### config.mk
export PLATFORM = sky130hd
export DESIGN_NAME = usb_ep_buf_ctrl
export DESIGN_NICKNAME = d
export VERILOG_FILES = /design/src/rtl/usb_ep_buf_ctrl_pkg.sv /design/src/rtl/usb_ep_buf_ctrl_fifo.sv /design/src/rtl/usb_ep_buf_ctrl.sv
export SDC_FILE = /design/constraint.sdc
export NUM_CORES = 2
export LEC_CHECK = 0
export BUFFER_PORTS_ARGS = -buffer_cell sky130_fd_sc_hd__buf_2
export CAP_MARGIN = 15
export CORE_ASPECT_RATIO = 1.5
export CORE_MARGIN = 2
export CORE_UTILIZATION = 60
export DETAILED_ROUTE_END_ITERATION = 10
export GPL_TIMING_DRIVEN = 0
export PLACE_DENSITY_LB_ADDON = 0.2
export SLEW_MARGIN = 20
export SYNTH_ARGS = -nofsm -noshare
export SYNTH_HDL_FRONTEND = slang
export SYNTH_SLANG_ARGS = --single-unit
### constraint.sdc
create_clock -name clk_i -period 4.35 [get_ports clk_i]
set_input_delay 0.435 -clock clk_i [delete_from_list [all_inputs] [get_ports clk_i]]
set_output_delay 0.435 -clock clk_i [all_outputs]
set_load 0.05 [all_outputs]
### src/rtl/usb_ep_buf_ctrl_pkg.sv
// Shared types and default parameters for the USB endpoint buffer controller.
package usb_ep_buf_ctrl_pkg;

    localparam int unsigned DEF_DEPTH_LOG2 = 7;
    localparam int unsigned DEF_MAX_PKT    = 64;
    localparam int unsigned DEF_FLUSH_TMO  = 4096;

    // IN release FSM: HOLD keeps bytes from the core, SEND exposes one packet.
    typedef enum logic {
        HOLD = 1'b0,
        SEND = 1'b1
    } ep_state_e;

endpackage

### src/rtl/usb_ep_buf_ctrl_fifo.sv
// Synchronous show-ahead FIFO with explicit occupancy count and synchronous clear.
module usb_sync_fifo #(
    parameter int unsigned DW = 8,
    parameter int unsigned AW = 7
) (
    input  logic          clk_i,
    input  logic          rst_i,
    input  logic          clr_i,
    input  logic          push_i,
    input  logic          pop_i,
    input  logic [DW-1:0] din_i,
    output logic [DW-1:0] dout_o,
    output logic          empty_o,
    output logic          full_o,
    output logic [AW:0]   level_o
);

    localparam int unsigned DEPTH = 2 ** AW;
    localparam int unsigned LW    = AW + 1;

    logic [DW-1:0] mem_q [DEPTH];
    logic [AW-1:0] wr_ptr_q, wr_ptr_d;
    logic [AW-1:0] rd_ptr_q, rd_ptr_d;
    logic [AW:0]   level_q,  level_d;
    logic          push_ok, pop_ok;

    assign full_o  = (level_q == LW'(DEPTH));
    assign empty_o = (level_q == '0);
    assign level_o = level_q;
    assign push_ok = push_i & ~full_o & ~clr_i;
    assign pop_ok  = pop_i & ~empty_o & ~clr_i;
    // Head byte forced to zero while empty so the output is defined after reset.
    assign dout_o  = empty_o ? '0 : mem_q[rd_ptr_q];

    // Next pointers and level; clear has priority, pointers wrap naturally.
    always_comb begin
        wr_ptr_d = wr_ptr_q;
        rd_ptr_d = rd_ptr_q;
        level_d  = level_q;
        if (clr_i) begin
            wr_ptr_d = '0;
            rd_ptr_d = '0;
            level_d  = '0;
        end else begin
            if (push_ok) wr_ptr_d = wr_ptr_q + AW'(1);
            if (pop_ok)  rd_ptr_d = rd_ptr_q + AW'(1);
            if (push_ok && !pop_ok)      level_d = level_q + LW'(1);
            else if (!push_ok && pop_ok) level_d = level_q - LW'(1);
        end
    end

    // Pointer and level registers.
    always_ff @(posedge clk_i or negedge rst_i) begin
        if (!rst_i) begin
            wr_ptr_q <= '0;
            rd_ptr_q <= '0;
            level_q  <= '0;
        end else begin
            wr_ptr_q <= wr_ptr_d;
            rd_ptr_q <= rd_ptr_d;
            level_q  <= level_d;
        end
    end

    // Storage array; contents need no reset because reads are masked while empty.
    always_ff @(posedge clk_i) begin
        if (push_ok) mem_q[wr_ptr_q] <= din_i;
    end

endmodule

### src/rtl/usb_ep_buf_ctrl.sv
// IN/OUT endpoint buffering for usb1_core: IN bytes are held until a packet is
// complete, flushed or timed out; OUT bytes are presented as a plain stream.
module usb_ep_buf_ctrl
    import usb_ep_buf_ctrl_pkg::*;
#(
    parameter int unsigned DEPTH_LOG2 = DEF_DEPTH_LOG2,
    parameter int unsigned MAX_PKT    = DEF_MAX_PKT,
    parameter int unsigned FLUSH_TMO  = DEF_FLUSH_TMO
) (
    input  logic                  clk_i,
    input  logic                  rst_i,
    input  logic                  usb_rst,
    input  logic [7:0]            in_data,
    input  logic                  in_valid,
    output logic                  in_ready,
    input  logic                  in_flush,
    output logic [7:0]            ep_in_data,
    input  logic                  ep_in_re,
    output logic                  ep_in_empty,
    input  logic [7:0]            ep_out_data,
    input  logic                  ep_out_we,
    output logic                  ep_out_full,
    output logic [7:0]            out_data,
    output logic                  out_valid,
    input  logic                  out_ready,
    output logic [DEPTH_LOG2:0]   in_level,
    output logic [DEPTH_LOG2:0]   out_level,
    input  logic                  err_clr,
    output logic                  ovf_err,
    output logic                  unf_err
);

    localparam int unsigned LW = DEPTH_LOG2 + 1;
    localparam int unsigned CW = $clog2(MAX_PKT + 1);
    localparam int unsigned TW = (FLUSH_TMO > 1) ? $clog2(FLUSH_TMO) : 1;

    ep_state_e     state_q, state_d;
    logic [CW-1:0] pkt_cnt_q, pkt_cnt_d;
    logic [TW-1:0] timer_q, timer_d;
    logic          empty_q, empty_d;
    logic          ovf_q, ovf_d;
    logic          unf_q, unf_d;

    logic          in_full, in_fifo_empty, out_empty;
    logic          in_pop, pkt_full, tmo_hit;

    assign in_pop      = ep_in_re & ~empty_q;
    assign in_ready    = ~in_full;
    assign out_valid   = ~out_empty;
    assign ep_in_empty = empty_q;
    assign ovf_err     = ovf_q;
    assign unf_err     = unf_q;
    assign pkt_full    = (in_level >= LW'(MAX_PKT));
    assign tmo_hit     = (FLUSH_TMO != 0) && (timer_q == TW'(FLUSH_TMO - 1));

    // IN direction buffer: user pushes, core pops only released bytes.
    usb_sync_fifo #(.DW(8), .AW(DEPTH_LOG2)) u_in_fifo (
        .clk_i   (clk_i),
        .rst_i   (rst_i),
        .clr_i   (usb_rst),
        .push_i  (in_valid),
        .pop_i   (in_pop),
        .din_i   (in_data),
        .dout_o  (ep_in_data),
        .empty_o (in_fifo_empty),
        .full_o  (in_full),
        .level_o (in_level)
    );

    // OUT direction buffer: core pushes, user pops; writes while full are dropped inside.
    usb_sync_fifo #(.DW(8), .AW(DEPTH_LOG2)) u_out_fifo (
        .clk_i   (clk_i),
        .rst_i   (rst_i),
        .clr_i   (usb_rst),
        .push_i  (ep_out_we),
        .pop_i   (out_ready),
        .din_i   (ep_out_data),
        .dout_o  (out_data),
        .empty_o (out_empty),
        .full_o  (ep_out_full),
        .level_o (out_level)
    );

    // Release FSM, packet counter, hold timer and sticky error flags.
    always_comb begin
        state_d   = state_q;
        pkt_cnt_d = pkt_cnt_q;
        timer_d   = timer_q;
        ovf_d     = ovf_q;
        unf_d     = unf_q;
        empty_d   = empty_q;

        if (usb_rst) begin
            state_d   = HOLD;
            pkt_cnt_d = '0;
            timer_d   = '0;
            ovf_d     = 1'b0;
            unf_d     = 1'b0;
            empty_d   = 1'b1;
        end else begin
            case (state_q)
                HOLD: begin
                    if (in_fifo_empty)       timer_d = '0;
                    else if (FLUSH_TMO != 0) timer_d = timer_q + TW'(1);
                    // Nothing buffered means no trigger can start a zero-length packet.
                    if (!in_fifo_empty && (pkt_full || in_flush || tmo_hit)) begin
                        state_d   = SEND;
                        pkt_cnt_d = pkt_full ? CW'(MAX_PKT) : CW'(in_level);
                        timer_d   = '0;
                    end
                end
                SEND: begin
                    timer_d = '0;
                    if (in_pop) begin
                        pkt_cnt_d = pkt_cnt_q - CW'(1);
                        if (pkt_cnt_q == CW'(1)) state_d = HOLD;
                    end
                end
                default: state_d = HOLD;
            endcase
            empty_d = (state_d == HOLD) || (pkt_cnt_d == '0);

            // A new error event beats a same-cycle clear.
            if (ep_out_we && ep_out_full) ovf_d = 1'b1;
            else if (err_clr)             ovf_d = 1'b0;
            if (ep_in_re && empty_q)      unf_d = 1'b1;
            else if (err_clr)             unf_d = 1'b0;
        end
    end

    // Control state registers.
    always_ff @(posedge clk_i or negedge rst_i) begin
        if (!rst_i) begin
            state_q   <= HOLD;
            pkt_cnt_q <= '0;
            timer_q   <= '0;
            empty_q   <= 1'b1;
            ovf_q     <= 1'b0;
            unf_q     <= 1'b0;
        end else begin
            state_q   <= state_d;
            pkt_cnt_q <= pkt_cnt_d;
            timer_q   <= timer_d;
            empty_q   <= empty_d;
            ovf_q     <= ovf_d;
            unf_q     <= unf_d;
        end
    end

endmodule

Word level (Yosys, flattened, before mapping)
Memory sizes are Yosys's and may differ from the RTL's.
Index checks and enable logic that the tools add are counted.
Storage, ports and cells
  output and inout bits: 38
  input port bits: 25
  register bits: 67
  bits in writable memories: 2048
  memories: 2
Memory list
  u_in_fifo.mem_q: words 128, width 8, rd ports 1, clocked after Yosys merged registers in 0, write ports 1, RTL line usb_ep_buf_ctrl_fifo.sv:21  | logic [DW-1:0] mem_q [DEPTH];
  u_out_fifo.mem_q: words 128, width 8, rd ports 1, clocked after Yosys merged registers in 0, write ports 1, RTL line usb_ep_buf_ctrl_fifo.sv:21
Operators by class
  order comparisons: 1
  add/sub/neg operators: 10
  eq/ne operators: 4
  bitwise logic cells: 17
  reduce and logical (&&, ||, !) cells: 26
  muxes and demuxes: 42
Operators with widths (number)
  $mux 7: 13
  $mux 8: 8
  $mux 12: 3
  $add 7x1->7 const B: 4
  $pmux 12 s2: 1
  $add 8x1->8 const B: 2
  $eq 8x8->1 const B: 2
  $logic_not 8->1: 2
  $sub 8x1->8 const B: 2
  $mux 1: 15
  $pmux 7 s2: 1
  $add 12x1->12 const B: 1
  $eq 12x12->1 const B: 1
  $reduce_bool 3->1: 4
  $and 1x1->1: 9
  $ge 8x7->1 const B: 1
  $not 1->1: 8
  $reduce_bool 2->1: 4
  $eq 7x1->1 const B: 1
  $logic_and 1x1->1: 7
  $logic_not 7->1: 1
  $sub 7x1->7 const B: 1
  $logic_not 1->1: 5
  $logic_or 1x1->1: 3
  $pmux 1 s2: 1

Longest topological paths before layout
  depth in word-level cells: 10
  mapped depth: 13
  mapped depth without buffers: 12

Hierarchy
A second synthesis with hierarchy kept.
Unflattened totals
  cells, all modules: 4273
  area, all modules: 84149.5 um^2
By module, submodules not included
  usb_sync_fifo at u_out_fifo: cells an instance 2067, sequential area each 31300.0 um^2, area each 41561.1 um^2, times used 1
  usb_sync_fifo at u_in_fifo: cells an instance 2061, sequential area each 31300.0 um^2, area each 41260.8 um^2, times used 1
  usb_ep_buf_ctrl: cells an instance 145, sequential area each 576.8 um^2, area each 1327.5 um^2, times used 1

Worst setup path after synthesis
OpenSTA, ideal clock, no wires.
  path type: flip-flop to flip-flop
  start: reg u_out_fifo.level_q[5], in the netlist u_out_fifo.level_o[5]
  end: reg u_out_fifo.level_q[7], in the netlist u_out_fifo.level_o[7]
  required time: 4.268 ns
  buffers on the path: 1
  path slack: 0.511 ns
  cell stages (with the launch flop): 13
  data arrival time: 3.756 ns
  library setup time: 0.082 ns
  clock period less this slack: 3.839 ns
  path through: dfrtp_1 or4_4 o41a_1 buf_6 nor2b_1 nand2_1 ha_1 a21o_1 a21oi_1 o21ai_0 a2111oi_0 o221ai_1 a31oi_1
On the way
  cells in the longest elaborated chain, start to end: 8
  elaborated cells on any way between the ends: 18
Ends and longest elaborated chain
  start, declared: RTL line usb_ep_buf_ctrl_fifo.sv:24  | logic [AW:0] level_q, level_d;
  start signal, assigned: RTL line usb_ep_buf_ctrl_fifo.sv:61  | level_q <= level_d;
  parallel branches: the longest is 8 deep, another holds $sub 8x1->8
Several ways; the timed one is not identified. The select of a mux whose other input is x is not followed.
A chain may end at the register's enable or synchronous reset.

Worst setup path in the final report
  start: reg u_out_fifo.rd_ptr_q[1]
  end: out out_data[6]
On the way
  cells in the longest elaborated chain, start to end: 2
Ends and longest elaborated chain
  start, declared: RTL line usb_ep_buf_ctrl_fifo.sv:23  | logic [AW-1:0] rd_ptr_q, rd_ptr_d;
  start signal, assigned: RTL line usb_ep_buf_ctrl_fifo.sv:60  | rd_ptr_q <= rd_ptr_d;
  $mem_v2 128x8
  $mux 8: RTL line usb_ep_buf_ctrl_fifo.sv:33  | assign dout_o = empty_o ? '0 : mem_q[rd_ptr_q];
  end, declared: RTL line usb_ep_buf_ctrl.sv:23  | output logic [7:0] out_data,
No other way between the ends.

==> flow_metrics.env <==
export IMPL_max_slew_margin_pct=14.8
export IMPL_setup_viol=7
export IMPL_critPathMaxFanout=10
export IMPL_r2r_start="u_in_fifo.level_o[0]$_DFFE_PN0P_"
export IMPL_vias=44800
export IMPL_multi_input_area_mm2=0.0199
export IMPL_peakVddDrop_v=0.000453
export IMPL_synth_top_area_share_pct=73.7
export IMPL_path_common_cell="buf_4"
export IMPL_num_fill_cells=8515
export IMPL_finClkSkew_ns=0.0373
export IMPL_critPathBufInv=4
export IMPL_cts_tree="built"
export IMPL_reg2regPathDepth=7
export IMPL_syn_area_per_cell_um2=19.9
export IMPL_p_clk_share_pct=34.4
export IMPL_period_needed_ns=4.42
export IMPL_die_w_um=308
export IMPL_synth_warnings=0
export IMPL_drive_gt1_share_pct=26.1
export IMPL_startpoint_type="register"
export IMPL_switchingPower_mw=13.2
export IMPL_initial_core_util_pct=60.4
export IMPL_antenna_found_initial=7
export IMPL_cts_buffers=184
export IMPL_htreeDepth=4
export IMPL_power_frac_seq_pct=46.6
export IMPL_synth_largest_area_cell="edfxtp_1"
export IMPL_ys_flop_type="edfxtp_1"
export IMPL_ios=63
export IMPL_yosys_top_cells_count="edfxtp_1, mux4_2, nor2_1"
export IMPL_cpMaxStageDelayCell="a311oi_1"
export IMPL_cpPeakStageDelay_ns=0.44
export IMPL_routed_wl_um=245000
export IMPL_cap_violations=0
export IMPL_cp_arrival_ns=3.99
export IMPL_crit_end="out_data[6]"
export IMPL_synth_cells=4189
export IMPL_hp_class="input pin to register"
export IMPL_crit_family="buffers and inverters"
export IMPL_gr_total_overflow=0
export IMPL_fin_ws_ns=-0.0748
export IMPL_drt_iter0_drc=5634
export IMPL_hold_viol=0
export IMPL_end_kind="primary output"
export IMPL_place_congestion=1.02
export IMPL_synth_cell_types=83
export IMPL_intPower_mw=35.4
export IMPL_design_die_area_mm2=0.142
export IMPL_p_per_area_mw_per_mm2=512
export IMPL_p_leak_nw=29.4
export IMPL_synth_nets=4235
export IMPL_clkSlewWorstSetupHoldPaths_ns=0.07
export IMPL_async_reset_ff_share_pct=3.17
export IMPL_switching_share_pct=27.1
export IMPL_violations="negative setup slack"
export IMPL_path_class="register to primary output"
export IMPL_cts_sinks=2115
export IMPL_dpl_hpwl_um=165000
export IMPL_port_buffers=61
export IMPL_max_freq_mhz=226
export IMPL_syn_area_mm2=0.0834
export IMPL_viasPerCell=6.89
export IMPL_fin_util_pct=68.7
export IMPL_ys_top_cells_by_area="edfxtp_1, mux4_2, dfrtp_1, mux2i_1, nor2_1"
export IMPL_worst_pin_slew_ns=1.28
export IMPL_rr_endpoint="u_in_fifo.mem_q[100][1]$_DFFE_PP_"
export IMPL_clkLatencyLatePin_ns=0.85
export IMPL_drtPass1Iterations=6
export IMPL_grt_pass1_wl_um=339000
export IMPL_dpl_cell_area_mm2=0.0866
export IMPL_gr_usage_all_layers_pct=35.2
export IMPL_r2r_slack_ns=0.13
export IMPL_post_drt_wl_per_cell_um=37.6
export IMPL_drc_errors=0
export IMPL_cts_buffer_depth=3
export IMPL_synth_edf_count=2048
export IMPL_fin_area_mm2=0.0949
export IMPL_grt_max_degree=108
export IMPL_num_rows=167
export IMPL_syn_to_final_growth_pct=13.8
export IMPL_cp_depth=9
export IMPL_crit_chain="buf_2, buf_4, buf_4, mux4_2, mux2i_4, o31ai_1, a311oi_1, a21oi_1, clkbuf_4"
export IMPL_grt_pass1_vias=45200
export IMPL_ant_nets=0
export IMPL_place_ws_ns=-0.820
export IMPL_synth_most_common_cell="edfxtp_1"
export IMPL_seq_area_frac_synth_pct=75.7
export IMPL_startpoint="u_out_fifo.rd_ptr_q[1]$_DFFE_PN0P_"
export IMPL_regArea_mm2=0.0632
export IMPL_die_h_um=461
export IMPL_rsz0062_at_grt="true"
export IMPL_final_nets=4538
export IMPL_fin_crit_sh_pct=102
export IMPL_status="complete, but fails checks"
export IMPL_maxSlewViolCount=0
export IMPL_core_area_mm2=0.138
export IMPL_crit_required_ns=3.91
export IMPL_ys_ff_latch=2115
export IMPL_cts_root_buf="clkbuf_16"
export IMPL_p_comb_share_pct=19.0
[placed cells by master (no fill, tap or decap), types with 37 or more instances in the layout]
cell       count
a21oi_1       69
a221oi_1      45
a22oi_1       48
buf_2         49
buf_4         66
buf_6         58
clkbuf_1      84
clkbuf_16    190
clkinv_1      37
dfrtp_1       63
edfxtp_1    2048
mux2_2        47
mux2i_1      141
mux4_2       445
nand2_1       91
nand3_1       40
nor2_1       324
nor2b_1       40
o21ai_0       41
[routing by layer]
metal,global-route usage [%],vias up,routed length [um]
met5,0,-,12
met4,31.2,2,26700
met3,7.40,945,20900
met2,59.1,3005,123000
met1,37.4,23000,73800
li1,-,17900,-
[stage by stage]
stage | cells | hold WS, ns | TNS, ns | total power [mW]
detailed placement | 6127 | 0.390 | -30.73 | 31.3
floorplan | 4189 | 0.139 | 0 | 28.1
finish | 6508 | 0.0405 | -0.193 | 48.6
global placement | 6109 | 0.460 | -29.63 | 31.2
global route | 6507 | 0.0498 | -0.0895 | 49.5
CTS | 6486 | 0.0201 | 0 | 48.2
[state kept, by name, summed over array words and instances, names as in the netlist]
signal	cells
u_in_fifo.mem_q	1024
u_out_fifo.mem_q	1024
timer_q	12
u_in_fifo.level_o	8
u_out_fifo.level_o	8
pkt_cnt_q	7
u_in_fifo.rd_ptr_q	7
u_in_fifo.wr_ptr_q	7
u_out_fifo.rd_ptr_q	7
u_out_fifo.wr_ptr_q	7
ep_in_empty	1
ovf_err	1
state_q	1
unf_err	1
[cells by family after synthesis]
family                     share of synthesized area (%)
buffers and inverters                               1.55
muxes                                               14.5
AOI/OAI and AO/OA                                   3.90
adders and majority gates                          0.333
xor gates and xnor gates                           0.429
and+or+nand+nor                                     3.56
DFF                                                 75.7
[worst min path at each step]
stage / startpoint / endpoint / slack [ns] / cells after the start
5_1_grt: ep_in_re / unf_err$_DFFE_PN0P_ / 0.05 / 3
2_1_floorplan: rst_i / ovf_err$_DFFE_PN0P_ / 0.14 / 0
6_report: ep_out_data[0] / u_out_fifo.mem_q[47][0]$_DFFE_PP_ / 0.04 / 1
3_3_place_gp: timer_q[0]$_DFF_PN0_ / timer_q[0]$_DFF_PN0_ / 0.46 / 1
4_1_cts: ep_in_re / unf_err$_DFFE_PN0P_ / 0.02 / 3
3_5_place_dp: rst_i / u_in_fifo.level_o[4]$_DFFE_PN0P_ / 0.39 / 1
[repair_timing]
action,4_1_cts,5_1_grt
endpoints found under the hold margin,230,0
gates resized for setup,449,94
hold buffers,11,0
cloned,0,0
buffers inserted,8,21
pin swaps,17,10
setup endpoints to repair,257,97
[power groups by stage]
stage	clock, mW	combinational [mW]	sequential (mW)
after floorplan	0	4.84	23.2
after CTS	16.7	8.84	22.6
final	16.7	9.24	22.6
after detailed placement	0	8.25	23.1
after global routing	17.5	9.45	22.6
after global placement	0	8.13	23.1
[layout make-up]
cell class,instances,share of cell area (%)
antenna,2,0.00527
buffer,235,2.17
clock buffer,232,5.22
clock inverter,109,1.17
inverter,26,0.104
multi-input combinational,1811,21.0
sequential,2115,66.6
tap,1859,2.45
timing repair buffer,119,1.34
Note: power is estimated with default switching activity, not from simulation.
